[config.mk]
export PLATFORM = sky130hd
export DESIGN_NAME = dcache_axi_bridge
export DESIGN_NICKNAME = d
export VERILOG_FILES = /design/src/rtl/axi_bridge_pkg.sv /design/src/rtl/dcache_axi_bridge.sv
export SDC_FILE = /design/constraint.sdc
export NUM_CORES = 1
export LEC_CHECK = 0
export ABC_AREA = 1
export BUFFER_PORTS_ARGS = -buffer_cell sky130_fd_sc_hd__clkbuf_2
export CAP_MARGIN = 25
export CORE_UTILIZATION = 30
export CTS_CLUSTER_SIZE = 12
export DETAILED_ROUTE_END_ITERATION = 8
export PLACE_DENSITY = 0.7
export SLEW_MARGIN = 15
export SYNTH_ARGS = -nofsm -noshare
export SYNTH_HDL_FRONTEND = slang
export SYNTH_SLANG_ARGS = --single-unit
[constraint.sdc]
create_clock -name clk -period 1.6 [get_ports clk]
set_input_delay 0.32 -clock clk [delete_from_list [all_inputs] [get_ports clk]]
set_output_delay 0.32 -clock clk [all_outputs]
set_load 0.05 [all_outputs]
[src/rtl/axi_bridge_pkg.sv]
// Shared types and helpers for the data-cache to AXI4 single-beat bridge.
package axi_bridge_pkg;

  typedef enum logic [2:0] {
    ST_IDLE = 3'd0,
    ST_AR   = 3'd1,
    ST_R    = 3'd2,
    ST_AW_W = 3'd3,
    ST_B    = 3'd4
  } bridge_state_t;

  localparam logic [1:0] SIZE_BYTE = 2'b00;
  localparam logic [1:0] SIZE_HALF = 2'b01;
  localparam logic [1:0] SIZE_WORD = 2'b10;

  localparam logic [1:0] RESP_OKAY   = 2'b00;
  localparam logic [1:0] RESP_EXOKAY = 2'b01;
  localparam logic [1:0] RESP_SLVERR = 2'b10;
  localparam logic [1:0] RESP_DECERR = 2'b11;

  // Data arrives already lane-aligned, so only the strobes depend on the address.
  function automatic logic [3:0] gen_wstrb(input logic [1:0] size, input logic [1:0] addr_lo);
    logic [3:0] strb;
    case (size)
      SIZE_BYTE: strb = 4'b0001 << addr_lo;
      SIZE_HALF: strb = addr_lo[1] ? 4'b1100 : 4'b0011;
      default:   strb = 4'b1111;
    endcase
    return strb;
  endfunction

endpackage

[src/rtl/dcache_axi_bridge.sv]
// SRAM-like data-cache port to single-beat AXI4 master, one transaction in flight.
// Define DCACHE_AXI_BRIDGE_ERR_EN to add the sticky bus_err output.
//
// state | meaning
// IDLE  | waiting for a cache request; addr_ok follows req
// AR    | read address offered, held until arready
// R     | waiting for the read beat; data_ok when it arrives
// AW_W  | write address and data offered, each retires on its own handshake
// B     | waiting for the write response; data_ok when it arrives
module dcache_axi_bridge
  import axi_bridge_pkg::*;
#(
  parameter int ADDR_WIDTH = 32,
  parameter int DATA_WIDTH = 32
) (
  input  logic                  clk,
  input  logic                  rst,
  input  logic                  cache_data_req,
  input  logic                  cache_data_wr,
  input  logic [1:0]            cache_data_size,
  input  logic [ADDR_WIDTH-1:0] cache_data_addr,
  input  logic [DATA_WIDTH-1:0] cache_data_wdata,
  output logic [DATA_WIDTH-1:0] cache_data_rdata,
  output logic                  cache_data_addr_ok,
  output logic                  cache_data_data_ok,
  output logic [ADDR_WIDTH-1:0] araddr,
  output logic [2:0]            arsize,
  output logic                  arvalid,
  input  logic                  arready,
  input  logic [DATA_WIDTH-1:0] rdata,
  input  logic [1:0]            rresp,
  input  logic                  rvalid,
  output logic                  rready,
  output logic [ADDR_WIDTH-1:0] awaddr,
  output logic [2:0]            awsize,
  output logic                  awvalid,
  input  logic                  awready,
  output logic [DATA_WIDTH-1:0] wdata,
  output logic [3:0]            wstrb,
  output logic                  wvalid,
  input  logic                  wready,
  input  logic [1:0]            bresp,
  input  logic                  bvalid,
  output logic                  bready
`ifdef DCACHE_AXI_BRIDGE_ERR_EN
  ,
  output logic                  bus_err
`endif
);

  bridge_state_t         state_q, state_d;
  logic [ADDR_WIDTH-1:0] addr_q, addr_d;
  logic [1:0]            size_q, size_d;
  logic [DATA_WIDTH-1:0] wdata_q, wdata_d;
  logic [3:0]            wstrb_q, wstrb_d;
  logic                  aw_done_q, aw_done_d;
  logic                  w_done_q, w_done_d;
  logic                  aw_fire, w_fire;

  always_ff @(posedge clk) begin
    if (rst) begin
      state_q   <= ST_IDLE;
      addr_q    <= '0;
      size_q    <= '0;
      wdata_q   <= '0;
      wstrb_q   <= '0;
      aw_done_q <= 1'b0;
      w_done_q  <= 1'b0;
    end else begin
      state_q   <= state_d;
      addr_q    <= addr_d;
      size_q    <= size_d;
      wdata_q   <= wdata_d;
      wstrb_q   <= wstrb_d;
      aw_done_q <= aw_done_d;
      w_done_q  <= w_done_d;
    end
  end

  always_comb begin
    state_d            = state_q;
    addr_d             = addr_q;
    size_d             = size_q;
    wdata_d            = wdata_q;
    wstrb_d            = wstrb_q;
    aw_done_d          = aw_done_q;
    w_done_d           = w_done_q;
    cache_data_addr_ok = 1'b0;
    cache_data_data_ok = 1'b0;
    cache_data_rdata   = '0;
    arvalid            = 1'b0;
    rready             = 1'b0;
    awvalid            = 1'b0;
    wvalid             = 1'b0;
    bready             = 1'b0;
    aw_fire            = 1'b0;
    w_fire             = 1'b0;

    case (state_q)
      ST_IDLE: begin
        cache_data_addr_ok = cache_data_req;
        if (cache_data_req) begin
          addr_d    = cache_data_addr;
          size_d    = cache_data_size;
          wdata_d   = cache_data_wdata;
          wstrb_d   = gen_wstrb(cache_data_size, cache_data_addr[1:0]);
          aw_done_d = 1'b0;
          w_done_d  = 1'b0;
          state_d   = cache_data_wr ? ST_AW_W : ST_AR;
        end
      end
      ST_AR: begin
        arvalid = 1'b1;
        if (arready) state_d = ST_R;
      end
      ST_R: begin
        rready = 1'b1;
        if (rvalid) begin
          cache_data_data_ok = 1'b1;
          cache_data_rdata   = rdata;
          state_d            = ST_IDLE;
        end
      end
      ST_AW_W: begin
        awvalid = !aw_done_q;
        wvalid  = !w_done_q;
        aw_fire = awvalid && awready;
        w_fire  = wvalid && wready;
        // Either channel may retire first; B waits until both have.
        if ((aw_done_q || aw_fire) && (w_done_q || w_fire)) begin
          aw_done_d = 1'b0;
          w_done_d  = 1'b0;
          state_d   = ST_B;
        end else begin
          aw_done_d = aw_done_q || aw_fire;
          w_done_d  = w_done_q || w_fire;
        end
      end
      ST_B: begin
        bready = 1'b1;
        if (bvalid) begin
          cache_data_data_ok = 1'b1;
          state_d            = ST_IDLE;
        end
      end
      default: state_d = ST_IDLE;
    endcase
  end

  assign araddr = addr_q;
  assign awaddr = addr_q;
  assign arsize = {1'b0, size_q};
  assign awsize = {1'b0, size_q};
  assign wdata  = wdata_q;
  assign wstrb  = wstrb_q;

`ifdef DCACHE_AXI_BRIDGE_ERR_EN
  logic bus_err_q;

  // resp[1] covers both SLVERR and DECERR.
  always_ff @(posedge clk) begin
    if (rst) begin
      bus_err_q <= 1'b0;
    end else if ((rvalid && rready && rresp[1]) || (bvalid && bready && bresp[1])) begin
      bus_err_q <= 1'b1;
    end
  end

  assign bus_err = bus_err_q;
`else
  logic unused_resp;
  assign unused_resp = ^{rresp, bresp};
`endif

endmodule
==> summary.txt, run 1 <==
Run status
  – Status: finished with violations
  – Failing checks: setup timing

Setup path
  – Critical path depth: 5
  – Required time worst endpoint: 1.28 ns
  – CP max stage delay: 0.37 ns
  – Critical path capture point type: output port
  – R2R setup slack: 0.13 ns
  – R2R cell count: 8
  – Setup crit end: cache_data_rdata[17]
  – Delay-heaviest family, CP: simple AND/OR/NAND/NOR gates
  – Worst r2r src: state_q[0]
  – Critical path buffers and inverters: 2
  – Cell chain of the critical path: nor3_4, nand2_4, buf_12, nor2_4, buf_12
  – Critical Path Source: state_q[0]
  – CP max-delay cell: dfxtp_4
  – Critical path class: register to output port
  – RR Endpoint: wstrb[2]
  – CP most frequent cell: buf_12
  – CP startpoint kind: register
  – Worst EP arrival: 1.50 ns
  – CP max FO: 13

Synth
  – YS warnings: 0
  – Post-Syn Instances: 469
  – Synth top area share: 45.2%
  – Post-Synth Simple-Gate Area: 24.1%
  – Xor/xnor share of the synthesized area: 0%
  – Synth async-reset ratio: 0%
  – Compound-Gate Fraction of Synth Area: 12.9%
  – Post-synthesis mux area share: 0%
  – Top cells by area, synth: dfxtp_1 45%, nand2_1 16%, a21oi_1 11%
  – EDFF count, synth: 0
  – Yosys reg bits: 75
  – Unique cell type count in the Yosys netlist: 24
  – Synthesized area: 0.00332 sq mm
  – Yosys top cell by area: dfxtp_1
  – Sequential-to-total area share from yosys stat: 45.2%
  – Main combinational cell family by area after synthesis: simple AND/OR/NAND/NOR gates
  – Post-Syn Area per Cell: 7.09 sq um
  – Most used DFF post-synth: dfxtp_1
  – Post-synthesis adder-cell area fraction: 0%

Finish
  – Layout cells sized above 1: 49.2%
  – Most frequent cells in the layout: 210 x clkbuf_2, 143 x nand2_1, 72 x dfxtp_1, 70 x a21oi_1, 43 x inv_1
  – Most common cell after layout, fill and taps aside: clkbuf_2
  – Final #Nets: 803
  – Non-Filler Instances: 839
  – Area Growth Syn to Fin: 67.8%
  – Fillers: 1035

Global route
  – Antenna violations before repair: 2
  – Gr ovfl total: 0
  – Pin count of the biggest net entering global routing: 70
  – First-pass GRT wire length: 16.4 mm
  – Vias in the first global route: 3319
  – Total track usage: 18.4%

Routing
  – Avg WL per Cell: 13.6 microns
  – Drt first pass iters: 4
  – Antenna Nets Post-Route: 0
  – Via count: 3719
  – Initial DRC count: 177
  – DRC viols: 0
  – Via density per instance: 4.43
  – Final wirelength: 11.4 mm

STA
  – Clock Skews: 0.0201 ns
  – Crit path time final: 1.82 ns
  – Fmax: 549 MHz
  – RSZ-0062 raised after global routing: true
  – Setup ws final: -0.222 ns
  – Slew Limit Fails: 0
  – Period utilization: 114%
  – Final setup fails: 36
  – Tightest hold margin: 0.189 ns
  – Endpoints failing hold: 0

Clock tree
  – H-tree levels: 3
  – Total CTS buffers: 9
  – Worst-Skew Late Latency: 0.35 ns
  – Clock Sinks: 75
  – Max Buffers Root-to-Sink: 2
  – TritonCTS clock tree: built
  – Clock transition at the registers of the reported paths: 0.09 ns
  – Clock root cell: clkbuf_8

Placement
  – Dpl cells: 813
  – DP Worst Slack: 0.0261 ns
  – Gpl congestion: 0.834
  – Final HPWL DP: 7.65 mm
  – # port buffers: 249

Floorplan
  – Core region area: 0.0108 sq mm
  – DIE AREA: 0.0115 sq mm
  – Number of top-level pins: 256
  – Row count: 38
  – Starting Density: 30.7%
  – Die height: 107 microns
  – Die W: 107 microns

Pwr
  – Cell Pwr Density: 1650 mW/mm^2
  – Peak supply drop: 0.857 mV
  – Pleak: 2.76 nW

Flow run
  – MaxCap Viol Count: 0

Worst hold path
  – Worst min-delay path category: input port to register
==> power breakdown <==
part	total [mW]	leakage, nW	switching [mW]	internal, mW
Combinational	5.28	2.06	3.72	1.56
Clock	1.45	0.0927	0.726	0.722
Sequential	2.51	0.616	0.258	2.25
Total	9.23	2.76	4.70	4.53
==> Yosys cell counts, types with 2 or more instances <==
cell and count:
a21oi_1 70, a31oi_1 4, buf_2 8, buf_4 44, clkbuf_1 8, dfxtp_1 75, inv_1 45, inv_2 2
nand2_1 145, nand3_1 6, nor2_1 41, nor2_2 3, o21a_1 2, o21ai_0 3, o21ai_1 3, or2_2 2
==> cells by family (layout without fill, tap and decap cells) <==
| logic type | after synthesis | after routing |
|---|---|---|
| compound gates | 83 | 83 |
| buf+inv | 108 | 335 |
| flops | 75 | 75 |
| other cells | 1 | 4 |
| simple gates | 202 | 202 |
==> routing by layer <==
metal  global-route usage (%)  share of wire, %  vias to the layer above
li1                         -                 -                     1853
met1                     21.7                41                     1690
met2                     32.1                51                      160
met3                     3.45               5.6                       16
met4                     8.61               2.9                        0
met5                        0                 0                        -
==> cell type report <==
class,instances,area [sq um],share of cell area [%]
antenna,2,5.00,0.0897
clock buffer,10,128,2.29
clock inverter,6,63.8,1.14
inverter,47,184,3.30
multi-input combinational,287,1540,27.6
sequential,75,1510,27.0
tap,140,175,3.14
timing repair buffer,272,1970,35.4
==> what timing repair did <==
action / CTS / global route
cloned: 0 / 2
setup buffers: 1 / 5
pin swaps: 1 / 6
resized for setup: 70 / 39
hold buffers: 0 / 0
setup endpoints to repair: 39 / 40
==> how the worst min path moves through the flow <==
stage | slack, ns | start | depth (start not counted) | to
floorplan | 0.46 | aw_done_q | 2 | aw_done_q
global placement | 0.45 | wstrb[0] | 1 | wstrb[0]
detailed placement | 0.46 | wstrb[0] | 1 | wstrb[0]
CTS | 0.17 | cache_data_addr[23] | 3 | araddr[23]
global route | 0.17 | cache_data_addr[16] | 3 | araddr[16]
finish | 0.19 | cache_data_addr[23] | 3 | araddr[23]
==> state kept, by name, summed over array words and instances, names as in the netlist <==
name / flops
araddr: 32
state_q: 3
size_q: 2
wdata: 32
w_done_q: 1
aw_done_q: 1
wstrb: 4
==> per-stage QoR <==
step | TNS [ns] | power (mW) | util [%] | cell area, sq um
after floorplan | -13.31 | 6.32 | - | 3620
after global placement | 0 | 7.23 | 45.3 | 4920
after detailed placement | 0 | 7.27 | 45.3 | 4920
after CTS | -8.23 | 9.01 | 50.0 | 5420
after global routing | -8.99 | 9.75 | 51.5 | 5580
final | -6.29 | 9.23 | 51.5 | 5580
==> tightest hold or removal path, stage by stage <==
cell and delay (ns):
clkbuf_2 0.08, nand2_1 0.05, a21oi_1 0.05
Note: power is estimated with default switching activity, not from simulation.
==> run 2, diff against run 1 <==
RECOVER_POWER = 50   (was default)
==> run 2 against run 1 <==
Effect of this change: the run still ends with setup timing left; die area stayed put; clock-buffer cell count stayed put; non-clock buffer count stayed put; sequential share of layout area is 0.16 points higher; via count is 0.38% lower; sequential power hardly changed; final cell count stayed put; routed wire length is 0.60% higher; critical endpoint unchanged.
==> summary.txt, run 2 (same netlist as run 1, synthesis figures left out) <==
Placement
  – Gpl congestion: 0.834
  – Final HPWL DP: 7.65 mm
  – Dpl cells: 813
  – # port buffers: 249
  – DP Worst Slack: 0.0261 ns

STA
  – Endpoints failing hold: 0
  – Setup ws final: -0.225 ns
  – Rel. slew slack: 59.3%
  – Fmax: 548 MHz
  – Final setup fails: 41
  – Crit path time final: 1.82 ns
  – Slew Limit Fails: 0
  – RSZ-0062 raised after global routing: true
  – Measured slew at the worst slew-check pin: 0.613 ns
  – Clock Skews: 0.0201 ns
  – Period utilization: 114%

Clock tree
  – Clock root cell: clkbuf_8
  – Max Buffers Root-to-Sink: 2
  – H-tree levels: 3
  – Clock Sinks: 75
  – TritonCTS clock tree: built
  – Total CTS buffers: 9
  – Clock transition at the registers of the reported paths: 0.09 ns
  – Worst-Skew Late Latency: 0.35 ns

Finish
  – Most common cell after layout, fill and taps aside: clkbuf_2
  – Most frequent cells in the layout: 208 x clkbuf_2, 143 x nand2_1, 72 x dfxtp_1, 70 x a21oi_1, 43 x inv_1
  – Non-Filler Instances: 839
  – Register area: 0.00151 sq mm
  – Area occupied by multi-input gates: 0.00152 sq mm
  – Fillers: 1044
  – Area Growth Syn to Fin: 66.8%
  – Layout cells sized above 1: 48.6%
  – Final #Nets: 803

Global route
  – Antenna violations before repair: 2
  – Pin count of the biggest net entering global routing: 70
  – Total track usage: 18.4%
  – Vias in the first global route: 3319
  – First-pass GRT wire length: 16.4 mm
  – Gr ovfl total: 0

Worst hold path
  – Worst min-delay path category: input port to register

Pwr
  – Cell Pwr Density: 1660 mW/mm^2
  – Peak supply drop: 0.857 mV
  – Pleak: 2.75 nW

Routing
  – Met2 routed WL: 5.74 mm
  – Final wirelength: 11.4 mm
  – Initial DRC count: 197
  – Drt first pass iters: 4
  – Met3 wire length: 678 microns
  – Via density per instance: 4.42
  – Via count: 3705
  – Top Metal Used: met4
  – M1 WL: 4.69 mm
  – Antenna Nets Post-Route: 0
  – DRC viols: 0
  – Avg WL per Cell: 13.6 microns

Run status
  – Status: finished with violations
  – Failing checks: setup timing

Floorplan
  – Row count: 38
  – Starting Density: 30.7%
  – Number of top-level pins: 256
  – Die height: 107 microns
  – DIE AREA: 0.0115 sq mm
  – Die W: 107 microns
  – Core region area: 0.0108 sq mm

Setup path
  – CP most frequent cell: buf_12
  – CP max-delay cell: dfxtp_4
  – CP max stage delay: 0.37 ns
  – Critical path class: register to output port
  – Cell chain of the critical path: nor3_4, nand2_4, buf_12, nor2_4, buf_12
  – Required time worst endpoint: 1.28 ns
  – Critical path capture point type: output port
  – Worst EP arrival: 1.50 ns
  – CP startpoint kind: register
  – CP max FO: 13

Flow run
  – MaxCap Viol Count: 0
-- run 2: per-layer routing --
| metal | global-route usage, % | vias up |
|---|---|---|
| met3 | 3.45 | 16 |
| met1 | 21.7 | 1677 |
| li1 | - | 1853 |
| met2 | 32.1 | 159 |
| met5 | 0 | - |
| met4 | 8.61 | 0 |
-- run 2: final timing paths --
kind	depth (start not counted)	end	startpoint	slack, ns
worst max-delay path	5	cache_data_rdata[17]	state_q[0]	-0.22
worst min register to register	2	wdata[12]	wdata[12]	0.47
worst max register to register	7	wstrb[2]	state_q[0]	-0.07
worst min-delay path	3	araddr[23]	cache_data_addr[23]	0.19
-- run 2: worst max-delay path, delay by kind of cell (launching register included) --
kind	cells	cell delay (ns)
and+or+nand+nor	3	0.47
buffers and inverters	2	0.33
DFF	1	0.37
-- run 2: repair_timing --
item                       in CTS  in global routing
hold buffers                    0                  0
setup endpoints to repair      39                 40
setup buffers                   1                  5
cloned                          0                  2
pin swaps                       1                  6
gates resized for setup        70                 39
-- run 2: power breakdown --
group | leakage (nW) | switching [mW] | internal (mW) | total (mW)
Combinational | 2.04 | 3.70 | 1.52 | 5.22
Sequential | 0.616 | 0.258 | 2.25 | 2.51
Clock | 0.0927 | 0.729 | 0.722 | 1.45
-- run 2: through the flow --
step,hold WS [ns],setup TNS [ns],util [%],total power [mW],cell area [sq um]
after floorplan,0.459,-13.31,-,6.32,3620
after global placement,0.447,0,45.3,7.23,4920
after detailed placement,0.455,0,45.3,7.27,4920
after CTS,0.168,-8.23,50.0,9.01,5420
after global routing,0.174,-16.66,51.2,9.69,5550
final,0.189,-6.65,51.2,9.18,5550
-- run 2: final cells by class --
| class | instances | share of cell area [%] |
|---|---|---|
| flip-flops and latches | 75 | 27.2 |
| repair buffers | 272 | 35.3 |
| well taps | 140 | 3.16 |
| diodes | 2 | 0.0903 |
| clock inverters | 6 | 1.15 |
| clock buffers | 10 | 2.30 |
| inverters | 47 | 3.32 |
| multi-input cells | 287 | 27.5 |
